--- config.mk ---
export PLATFORM = sky130hd
export DESIGN_NAME = console_line_capture
export DESIGN_NICKNAME = d
export VERILOG_FILES = /design/src/rtl/console_line_capture.sv
export SDC_FILE = /design/constraint.sdc
export NUM_CORES = 1
export LEC_CHECK = 0
export BUFFER_PORTS_ARGS = -buffer_cell sky130_fd_sc_hd__buf_2
export CORE_MARGIN = 5
export CORE_UTILIZATION = 60
export DETAILED_ROUTE_END_ITERATION = 12
export PLACE_DENSITY_LB_ADDON = 0.05
export SYNTH_ARGS = -nofsm -noshare
export SYNTH_HDL_FRONTEND = slang
export SYNTH_SLANG_ARGS = --single-unit
--- constraint.sdc ---
create_clock -name clk -period 6.7 [get_ports clk]
set_input_delay 0.335 -clock clk [delete_from_list [all_inputs] [get_ports clk]]
set_output_delay 0.335 -clock clk [all_outputs]
set_load 0.02 [all_outputs]
--- src/rtl/console_line_capture.sv ---
// Assembles console output bytes into lines and flags the shell prompt; a line ends on
// the edge that samples its last byte, and while a line is held (o_busy) strobes are dropped.
module console_line_capture #(
    parameter int                      LINE_BYTES = 16,
    parameter int                      PROMPT_LEN = 2,
    parameter logic [8*PROMPT_LEN-1:0] PROMPT     = 16'h2320,
    parameter int                      LW         = $clog2(LINE_BYTES + 1)
) (
    input  logic                          clk,
    input  logic                          rst,
    input  logic                          i_we,
    input  logic [7:0]                    i_data,
    output logic                          o_busy,
    output logic                          o_line_valid,
    output logic [LW-1:0]                 o_line_len,
    output logic                          o_line_trunc,
    output logic                          o_line_prompt,
    input  logic [$clog2(LINE_BYTES)-1:0] i_rd_addr,
    output logic [7:0]                    o_rd_data,
    input  logic                          i_line_ack,
    output logic                          o_prompt_seen,
    output logic                          o_prompt_pulse,
    output logic                          o_drop,
    output logic [31:0]                   o_byte_cnt
);

    localparam int AW = $clog2(LINE_BYTES);

    typedef enum logic {COLLECT, HOLD} state_t;

    state_t                  state_q, state_d;
    logic [7:0]              line_mem [LINE_BYTES];
    logic [LW-1:0]           len_q;
    logic [LW-1:0]           len_inc;
    logic [8*PROMPT_LEN-1:0] cand;
    logic                    accept, store, hit_prompt, hit_full, release_line;

    assign len_inc = len_q + LW'(1);

    // Prompt candidate: already-stored leading bytes plus the byte arriving now
    always_comb begin
        cand = '0;
        for (int i = 0; i < PROMPT_LEN; i++) begin
            if (i == PROMPT_LEN - 1)
                cand[8*(PROMPT_LEN-1-i) +: 8] = i_data;
            else
                cand[8*(PROMPT_LEN-1-i) +: 8] = line_mem[i];
        end
    end

    always_ff @(posedge clk or posedge rst) begin
        if (rst)
            state_q <= COLLECT;
        else
            state_q <= state_d;
    end

    always_comb begin
        state_d      = state_q;
        accept       = 1'b0;
        store        = 1'b0;
        hit_prompt   = 1'b0;
        hit_full     = 1'b0;
        release_line = 1'b0;
        case (state_q)
            COLLECT: begin
                if (i_we && i_data != 8'h0D) begin
                    accept = 1'b1;
                    if (i_data == 8'h0A) begin
                        state_d = HOLD;
                    end else begin
                        store = 1'b1;
                        if (len_inc == LW'(PROMPT_LEN) && cand == PROMPT) begin
                            hit_prompt = 1'b1;
                            state_d    = HOLD;
                        end else if (len_inc == LW'(LINE_BYTES)) begin
                            hit_full = 1'b1;
                            state_d  = HOLD;
                        end
                    end
                end
            end
            HOLD: begin
                if (i_line_ack) begin
                    release_line = 1'b1;
                    state_d      = COLLECT;
                end
            end
        endcase
    end

    always_ff @(posedge clk or posedge rst) begin
        if (rst) begin
            for (int i = 0; i < LINE_BYTES; i++)
                line_mem[i] <= 8'h00;
            len_q          <= '0;
            o_line_trunc   <= 1'b0;
            o_line_prompt  <= 1'b0;
            o_prompt_seen  <= 1'b0;
            o_prompt_pulse <= 1'b0;
            o_drop         <= 1'b0;
            o_byte_cnt     <= 32'd0;
        end else begin
            if (store)
                line_mem[len_q[AW-1:0]] <= i_data;
            if (release_line)
                len_q <= '0;
            else if (store)
                len_q <= len_inc;
            if (release_line)
                o_line_trunc <= 1'b0;
            else if (hit_full)
                o_line_trunc <= 1'b1;
            if (release_line)
                o_line_prompt <= 1'b0;
            else if (hit_prompt)
                o_line_prompt <= 1'b1;
            o_prompt_pulse <= hit_prompt;
            if (hit_prompt)
                o_prompt_seen <= 1'b1;
            if (state_q == HOLD && i_we)
                o_drop <= 1'b1;
            if (accept)
                o_byte_cnt <= o_byte_cnt + 32'd1;
        end
    end

    assign o_busy       = (state_q == HOLD);
    assign o_line_valid = (state_q == HOLD);
    assign o_line_len   = len_q;
    assign o_rd_data    = (LW'(i_rd_addr) < len_q) ? line_mem[i_rd_addr] : 8'h00;

endmodule

==> results.md, run 1 <==
* Pwr Density at a little over 400 nW/um2
* Reg power frac at 0.446
* Critical path launch point type: flip-flop
* Antenna violations before repair at 0
* Synthesis Warnings at 0
* I/O pin total at 68
* Critical path peak fanout at 13
* Largest net degree at the start of global routing at 99
* Fraction of registers with async set or reset after synthesis at 1.00
* Core Rows at 43
* Top cell type by total area after synthesis: dfrtp_1
* DIE AREA at 16400 um2
* Reg-to-Reg Start: o_busy$_DFF_PP0_
* Number of global-route vias before repair at ~5600
* Antenna diodes at 0
* Main synth FF type: dfrtp_1
* Fmax at 332 MHz
* Gate count of the mapped netlist at between 500 and 600
* Die W at 128 um
* Post-layout min period at 3.02 ns
* CTS max path bufs at 2
* Initial Util at 0.607
* Hold_buf cts at 0
* Post-DRT Antenna Nets at 0
* Core Area at about 14000 um2
* Top cell type's share of synthesized area at 0.512
* Leakage at between 4 and 5 nW
* Vias at between 5000 and 6000
* Util after Layout at 0.681
* All-layer global routing usage at 0.246
* Htree depth at 4
* Via density at 6.20
* Relative slew margins at 0.231
* Register bit count reported by yosys at 171
* Dominant cells by area after synthesis: dfrtp_1 (51%), mux2_2 (18%), mux4_2 (8.6%)
* Unrepaired setup endpoints after global routing: false
* Cells after DPL at ~800
* First-pass GRT wire length at 30.9 mm
* Final global-route overflow total at 0
* Most frequent cell after synthesis: dfrtp_1
* M1 GR Usage at 0.338
* Final wirelength at around 19 mm
* Clock Sinks at about 170
* Comb power frac at 0.293
* Mean Syn Cell Area at about 14 um2
* Met3 usage at 0.0383
* Post-CTS Setup Bufs at 0
* Clock power frac at 0.261
* Final Slew Violations at 0
* Critical Path RT at about 6.4 ns
* Drt pass-1 iters at 4
* Kind of critical path: reg -> out
* Sw Pwr at around 0.0012 W
* Reg2Reg Depth at 4
* DP HPWL at approximately 12 mm
* Final setup violation count at 0
* Post-synth EDFFs at 0
* Max Cap Viol at 0
* Status: complete, no violations
* TritonCTS buffer count at 17
* Mapped Nets at slightly above 600
* CTS tree: yes
* Final period util at 0.450
* Pint at 0.00266 W
* Top cells by count, synth: dfrtp_1 (171), mux2_2 (136), mux4_2 (32)
* Routed length per instance at 22.5 um
* Measured slew at the worst slew-check pin at around 1.1 ns
* Synthesized area at about 8400 um2
* I/O Buffers at 67
* Layout cells sized above 1 at 0.429
* DR iter-0 viols at 314
* Critical R2R Capture: line_mem[42]$_DFFE_PP0P_
* # nets final at slightly below 700
* Final hold vios at 0
* Cts repair resizes at 0
* Setup_tns at 0 ns
* Setup Skew at approximately 0.0053 ns
* Clk_lat worst skew at roughly 0.42 ns
* Layout overhead on the synthesized area at 12.2%
* Reg clk slew, reported paths at roughly 0.060 ns
* Crit path DAT at 2.68 ns
* Switching share of power at 0.303
* Distinct cells, synth at 57
* Most Crowded Layer GR: met2
* Crit. End Element: output pin
* Die Y at roughly 130 um
* GP Congestion at approximately 0.80
* Non-Filler Instances at about 850
* Area post-placement at just under 9000 um2
* Root Driver: clkbuf_16
* Hold Crit Class: in -> async
* Hold WS at 0.114 ns
* Max IR drop VDD at ~0.22 mV
* Design Area, Final at between 9000 and 10000 um2
* GR Util met2 at 0.404
* Post-synthesis sequential area ratio at 0.512
* Reg2reg setup slack at about 3.8 ns
* Residual DRC count at 0
-- state kept, by name, indices dropped and copies added, names as in the netlist --
register and count:
o_line_prompt 1, o_line_len 5, o_busy 1, o_byte_cnt 32, o_prompt_pulse 1, line_mem 120, o_line_trunc 1, o_prompt_seen 1
o_drop 1, cand 8
-- worst max-delay path: stages, from the launching register on --
cell,delay (ns)
dfrtp_1,0.66
inv_1,0.13
ha_1,0.31
nor2_1,0.04
nor2_1,0.67
a21oi_1,0.23
buf_2,0.21
-- kinds of logic after synthesis --
family / Yosys count / synth area share
multiplexers: 187 / 0.292
XOR/XNOR: 33 / 0.0346
buffers and inverters: 48 / 0.0265
AND/OR/NAND/NOR: 121 / 0.0949
flip-flops: 171 / 0.512
adder cells (fa/ha/maj): 8 / 0.0120
AO/OA/AOI/OAI: 31 / 0.0274
-- how the worst max path moves through the flow --
stage                                    from                  endpoint  slack, ns
floorplan                                 rst      cand[10]$_DFFE_PP0P_       1.73
global placement                 i_rd_addr[1]              o_rd_data[5]       3.82
detailed placement                       i_we  line_mem[37]$_DFFE_PP0P_       3.78
CTS                 o_line_len[3]$_DFFE_PP0P_              o_rd_data[4]       3.67
global route        o_line_len[3]$_DFFE_PP0P_              o_rd_data[4]       3.57
finish              o_line_len[3]$_DFFE_PP0P_              o_rd_data[4]       3.68
-- cells in the final DEF, fill, tap and decap left out, types with 13 or more instances in the layout --
| cell type | n |
|---|---|
| dfrtp_1 | 171 |
| mux2_2 | 136 |
| buf_2 | 67 |
| mux4_2 | 32 |
| nand2_1 | 20 |
| mux2i_1 | 18 |
| xor2_1 | 17 |
| clkbuf_16 | 17 |
| xnor2_1 | 16 |
| nand3_1 | 14 |
| nor3_1 | 13 |
-- metal layers --
metal | vias up | wire [um] | share of wire
met2 | 107 | 9670 | 0.51
met5 | - | 0 | 0
met3 | 23 | 812 | 0.043
li1 | 2331 | - | -
met1 | 2784 | 8250 | 0.43
met4 | 0 | 272 | 0.014
-- cell type report --
| type | instances | area [um2] |
|---|---|---|
| inverter | 11 | 46.3 |
| tap | 180 | 225 |
| fill | 1031 | 4400 |
| timing repair buffer | 72 | 373 |
| multi-input combinational | 380 | 3850 |
| clock inverter | 6 | 109 |
| sequential | 171 | 4280 |
| clock buffer | 26 | 489 |
-- power by group through the flow --
stage / Combinational (W) / Clock (W) / Sequential [W]
3_3_place_gp: 0.00109 / 0 / 0.00169
4_1_cts: 0.00114 / 0.00101 / 0.00171
2_1_floorplan: 0.000854 / 0 / 0.00166
6_report: 0.00112 / 0.000999 / 0.00170
3_5_place_dp: 0.00112 / 0 / 0.00172
5_1_grt: 0.00121 / 0.00106 / 0.00176
-- metrics by stage --
stage / setup WS (ns) / total power [W]
after floorplan: 1.73 / 0.00251
after global placement: 3.82 / 0.00278
after detailed placement: 3.78 / 0.00284
after CTS: 3.67 / 0.00385
after global routing: 3.57 / 0.00403
final: 3.68 / 0.00382
No activity file was read; power rests on OpenSTA's default activity.
==> run 2, diff against run 1 <==
Settings changed: ABC_AREA set to 1.
Clock period 6.7 ns to 3.1 ns, I/O delays scaled along.
==> run 2 against run 1 <==
  * Highest routed layer unchanged
  * Non-clock buffer count increased by 8
  * Critical path depth increased by 2
  * Setup slack got worse by 3.4 ns
  * Via count increased by 45%
  * Largest cell class unchanged
  * Critical endpoint unchanged
  * Synthesized cell count increased by 86%
  * Register-to-register slack got worse by 3.1 ns
  * Largest power group unchanged
  * Synthesized area increased by 3.7%
  * Critical path type unchanged
  * Clock skew increased by 0.0022 ns
==> results.md, run 2 <==
* Most frequent cells in the layout: nand2_1 (400), dfrtp_1 (171), o21ai_1 (120)
* Final wirelength at 22.7 mm (+19%)
* Largest net degree at the start of global routing at 83 (-16%)
* Layout cells sized above 1 at 0.117 (-0.312)
* Post-layout min period at approximately 2.8 ns
* Final hold vios at 0 (unchanged)
* Vias at 7583 (+45%)
* Crit path DAT at 2.65 ns (-0.03 ns)
* Mean Syn Cell Area at 7.78 um2 (-44%)
* Main synth FF type: dfrtp_1
* CTS max path bufs at 2 (unchanged)
* Pwr Density at 838 nW/um2 (+110%)
* TritonCTS buffer count at 17 (unchanged)
* Top cell type by total area after synthesis: dfrtp_1
* Hold Crit Class: in -> reg
* Distinct cells, synth at 31 (-46%)
* Area post-placement at 9010 um2 (+2.6%)
* Antenna diodes at 0 (unchanged)
* Top cell type's share of synthesized area at 0.494 (-0.0183)
* Largest reg by FF count: line_mem
* Relative slew margins at 0.445 (+0.214)
* Pre-CTS setup slack at 0.743 ns (-3.04 ns)
* Initial Util at 0.603 (-0.00355)
* Via density at 5.60 (-9.7%)
* Synthesized area at 8670 um2 (+3.7%)
* Final setup violation count at 0 (unchanged)
* Mapped Nets at 1138 (+83%)
* Util after Layout at 0.675 (-0.00610)
* Comb power frac at 0.269 (-0.024)
* Leakage at 4.80 nW (+14%)
* Layout overhead on the synthesized area at 11.9%
* Sw Pwr at 0.00279 W (+140%)
* Core Rows at 44 (+2.3%)
* Reg power frac at 0.441 (-0.005)
* Post-synth EDFFs at 0 (unchanged)
* Max IR drop VDD at 0.474 mV (+110%)
* Most common cell after layout, fill and taps aside: nand2_1
* Critical path peak fanout at 9 (-4)
* Reg clk slew, reported paths at 0.06 ns (about the same)
* Dominant cells by area after synthesis: dfrtp_1 (49%), nand2_1 (17%), o21ai_1 (6.9%)
* Drt pass-1 iters at 6 (+2)
* Register bit count reported by yosys at 171 (unchanged)
* GP Congestion at 0.882 (+10%)
* DIE AREA at 16900 um2 (+3.4%)
* Htree depth at 4 (unchanged)
* Hold_buf cts at 3 (+3)
* Most frequent cell after synthesis: nand2_1
* Number of global-route vias before repair at 7141 (+28%)
* Top cells by count, synth: nand2_1 (400), dfrtp_1 (171), o21ai_1 (120)
* Max Cap Viol at 0 (unchanged)
* Switching share of power at 0.343 (+0.0399)
* Clk_lat worst skew at 0.43 ns (about the same)
* Fmax at 356 MHz
* First-pass GRT wire length at 37.1 mm (+20%)
* Pint at 0.00534 W (+100%)
* Routed length per instance at 16.7 um (-26%)
* Cts repair resizes at 0 (unchanged)
* Measured slew at the worst slew-check pin at 0.829 ns (-0.318 ns)
* Antenna violations before repair at 0 (unchanged)
* Post-synthesis sequential area ratio at 0.494 (-0.0183)
* DP HPWL at 14.7 mm (+18%)
* Unrepaired setup endpoints after global routing: false
* Setup_tns at 0 ns (unchanged)
* Die Y at 130 um (+1.7%)
* Power Total at 0.00813 W (+110%)
* Residual DRC count at 0 (unchanged)
* Root Driver: clkbuf_16
* Crit. End Element: output pin
* CTS tree: yes
* I/O pin total at 68 (unchanged)
* Gate count of the mapped netlist at 1114 (+86%)
* Synthesis Warnings at 0 (unchanged)
* # nets final at 1182 (+75%)
* All-layer global routing usage at 0.282 (+0.0359)
* Clock Sinks at 171 (unchanged)
* Critical Path RT at 2.94 ns (-3.42 ns)
* Setup Skew at 0.00749 ns (+0.00215 ns)
* I/O Buffers at 67 (unchanged)
* Core Area at 14400 um2 (+4.3%)
* Post-DRT Antenna Nets at 0 (unchanged)
* Status: complete, no violations
* Final global-route overflow total at 0 (unchanged)
* Post-CTS Setup Bufs at 0 (unchanged)
* Fin worst setup slack at 0.290 ns (-3.39 ns)
* DR iter-0 viols at 754 (+140%)
* Critical path launch point type: flip-flop
* Design Area, Final at 9690 um2 (+3.4%)
* Die W at 130 um (+1.7%)
* Clock power frac at 0.290 (+0.029)
* Max reg flops at 120 (unchanged)
* Final period util at 0.906
* Fraction of registers with async set or reset after synthesis at 1.00 (unchanged)
* Kind of critical path: reg -> out
* Final Slew Violations at 0 (unchanged)
==> run 2: cell count changes after synthesis, moves of 32 or more <==
cell,before,now
nand3_1,14,96
inv_1,11,46
mux4_2,32,0
nand2_1,20,400
mux2_2,136,0
nor2_1,9,101
o21ai_1,1,120
==> run 2: critical path: stages, from the launching register on <==
cell	delay [ns]
dfrtp_1	0.53
inv_1	0.17
ha_1	0.34
a21oi_1	0.14
o21ai_0	0.08
nor2_1	0.46
nand2_1	0.11
nor2_1	0.19
buf_2	0.20
==> run 2: cells by family (layout without fill, tap and decap cells) <==
group,after synthesis,count (layout),synth area share
flops,171,171,0.494
fa+ha+maj,8,8,0.0116
simple gates,639,639,0.314
xor+xnor,14,14,0.0141
compound gates,174,174,0.103
buf+inv,108,165,0.0635
==> run 2: final cells by class <==
| type | count | area (um2) |
|---|---|---|
| Fill cell | 1264 | 4670 |
| Sequential cell | 171 | 4280 |
| Multi-Input combinational cell | 835 | 3840 |
| Clock buffer | 23 | 498 |
| Timing Repair Buffer | 80 | 490 |
| Tap cell | 184 | 230 |
| Inverter | 53 | 203 |
| Clock inverter | 9 | 158 |
==> run 2: worst paths after layout <==
path,start,end,slack [ns],depth (start not counted)
hold / removal,i_data[5],line_mem[93]$_DFFE_PP0P_,0.18,3
setup reg to reg,o_busy$_DFF_PP0_,cand[8]$_DFFE_PP0P_,0.70,5
hold reg to reg,o_drop$_DFFE_PP0P_,o_drop$_DFFE_PP0P_,0.46,1
min in group asynchronous,rst,o_byte_cnt[4]$_DFFE_PP0P_,0.25,3
max in group asynchronous,rst,line_mem[94]$_DFFE_PP0P_,2.10,4
setup / recovery,o_line_len[2]$_DFFE_PP0P_,o_rd_data[4],0.29,8
==> run 2: stage by stage <==
step | hold WS [ns] | cells
2_1_floorplan | 0.272 | 1114
3_3_place_gp | 0.174 | 1320
3_5_place_dp | 0.177 | 1320
4_1_cts | 0.163 | 1355
5_1_grt | 0.197 | 1355
6_report | 0.178 | 1355
==> run 2: per-layer routing <==
layer,track usage,routed length [um]
met1,0.408,10500
met2,0.425,10300
met3,0.0643,1430
met4,0.0905,471
met5,0,0
==> run 2: power by group through the flow <==
stage	clock network, W	logic [W]	registers (W)
2_1_floorplan	0	0.00159	0.00359
3_3_place_gp	0	0.00212	0.00358
3_5_place_dp	0	0.00217	0.00360
4_1_cts	0.00237	0.00219	0.00357
5_1_grt	0.00245	0.00251	0.00368
6_report	0.00236	0.00219	0.00359
==> run 3, diff against run 2 <==
Settings changed: ABC_AREA 1 to unset.
==> run 3 against run 2 <==
  * Critical path depth is 2 lower
  * Final cell count down 36%
  * Critical endpoint is now o_rd_data[5]
  * Sequential share of layout area increased by 0.66 points
  * Highest routed layer is now met5
  * Combinational power is 15% higher
  * Maximum frequency up 6.3%
  * Register-to-register slack improved by 0.09 ns
  * Wire length is 15% lower
  * Clock skew decreased by 0.0021 ns
  * Core utilization rose by 1.9 points
  * Clock power is 12% lower
==> results.md, run 3 (synthesis results as in run 1) <==
* Max reg flops at 120 (unchanged)
* Die Y at 128 um (-1.7%)
* Clock Sinks at 171 (unchanged)
* Design Area, Final at 9550 um2 (-1.5%)
* Final period util at 0.853 (-0.0537)
* Util after Layout at 0.693 (+0.0188)
* Most common cell after layout, fill and taps aside: dfrtp_1
* Largest net degree at the start of global routing at 61 (-27%)
* Post-layout min period at 2.64 ns (-0.166 ns)
* Max IR drop VDD at 0.599 mV (+26%)
* Die W at 128 um (-1.7%)
* Final Slew Violations at 0 (unchanged)
* Setup Skew at 0.00539 ns (-0.00210 ns)
* All-layer global routing usage at 0.253 (-0.0289)
* Clk_lat worst skew at 0.42 ns (about the same)
* Final hold vios at 0 (unchanged)
* Cell family with most CP delay: compound AO/OA/AOI/OAI gates
* Cts repair resizes at 0 (unchanged)
* Critical Path RT at 2.94 ns (about the same)
* I/O Buffers at 67 (unchanged)
* First-pass GRT wire length at 31.6 mm (-15%)
* Antenna violations before repair at 1 (+1)
* Critical path launch point type: flip-flop
* Residual DRC count at 0 (unchanged)
* Layout overhead on the synthesized area at 14.3%
* CTS max path bufs at 2 (unchanged)
* Fmax at 378 MHz (+6.3%)
* Setup_tns at 0 ns (unchanged)
* Final setup violation count at 0 (unchanged)
* Crit path DAT at 2.49 ns (-0.16 ns)
* Drt pass-1 iters at 5 (-1)
* Crit. End Element: output pin
* Antenna diodes at 0 (unchanged)
* Final wirelength at 19.3 mm (-15%)
* Pwr Density at 863 nW/um2 (+3.0%)
* # nets final at 699 (-41%)
* Htree depth at 4 (unchanged)
* Critical path peak fanout at 8 (-1)
* TritonCTS buffer count at 17 (unchanged)
* Core Area at 13800 um2 (-4.1%)
* Via density at 6.15 (+9.8%)
* Most frequent cells in the layout: dfrtp_1 (171), mux2_2 (136), buf_2 (67)
* Post-DRT Antenna Nets at 0 (unchanged)
* Kind of critical path: reg -> out
* Leakage at 4.32 nW (-10%)
* Routed length per instance at 22.3 um (+33%)
* CP Cell Sequence: inv_1 -> ha_1 -> a21o_1 -> a211o_1 -> a21oi_1 -> buf_2
* GP Congestion at 0.848 (-3.8%)
* Vias at 5328 (-30%)
* Number of global-route vias before repair at 5662 (-21%)
* I/O pin total at 68 (unchanged)
* Core Rows at 43 (-2.3%)
* DP HPWL at 13.1 mm (-11%)
* Layout cells sized above 1 at 0.447 (+0.330)
* Initial Util at 0.607 (+0.00355)
* CP bufs+invs at 2 (unchanged)
* Slowest CP cell: dfrtp_1
* Max stage delay on crit path at 0.48 ns (-0.05 ns)
* Relative slew margins at 0.473 (+0.0277)
* Status: complete, no violations
* Unrepaired setup endpoints after global routing: false
* Max Cap Viol at 0 (unchanged)
* CTS tree: yes
* Root Driver: clkbuf_16
* DIE AREA at 16400 um2 (-3.3%)
* Measured slew at the worst slew-check pin at 0.783 ns (-0.0457 ns)
* Hold Crit Class: in -> reg
* Final global-route overflow total at 0 (unchanged)
* DR iter-0 viols at 423 (-44%)
* Reg clk slew, reported paths at 0.06 ns (about the same)
* Area post-placement at 8940 um2 (-0.71%)
* Largest reg by FF count: line_mem
## run 3: timing repair
item                      CTS  global route
hold buffers                3             0
buffers inserted            0             0
hold endpoints to repair   26             0
## run 3: per-stage QoR
stage,std cells,hold WS [ns],total power [W],setup slack [ns]
2_1_floorplan,599,0.272,0.00543,0.762
3_3_place_gp,833,0.250,0.00605,0.819
3_5_place_dp,833,0.258,0.00620,0.795
4_1_cts,867,0.256,0.00829,0.471
5_1_grt,867,0.280,0.00868,0.317
6_report,867,0.270,0.00825,0.456
## run 3: where the power goes
part	switching [W]	internal, W
Sequential	0.000574	0.00309
Clock	0.000840	0.00123
Combinational	0.00113	0.00138
Total	0.00254	0.00570
## run 3: worst paths after layout
check	startpoint	to	slack, ns	cells after the start
setup reg to reg	o_line_len[3]$_DFFE_PP0P_	o_line_prompt$_DFFE_PP0P_	0.79	4
max in group asynchronous	rst	line_mem[52]$_DFFE_PP0P_	1.85	4
hold / removal	i_data[5]	line_mem[69]$_DFFE_PP0P_	0.27	2
setup / recovery	o_line_len[1]$_DFFE_PP0P_	o_rd_data[5]	0.46	6
min in group asynchronous	rst	o_line_len[0]$_DFFE_PP0P_	0.36	3
hold reg to reg	o_byte_cnt[31]$_DFFE_PP0P_	o_byte_cnt[31]$_DFFE_PP0P_	0.47	1
## run 3: layer usage
metal	routed length (um)	up-vias	track usage
li1	-	2368	-
met1	8810	2810	0.352
met2	9410	125	0.407
met3	800	23	0.0617
met4	309	2	0.0612
met5	13	-	0
## run 3: area by class of cell
type	count	area, um2
Multi-Input combinational cell	380	3850
Clock inverter	5	57.6
Fill cell	1035	4220
Sequential cell	171	4280
Inverter	11	45.0
Timing Repair Buffer	94	571
Tap cell	180	225
Clock buffer	26	519
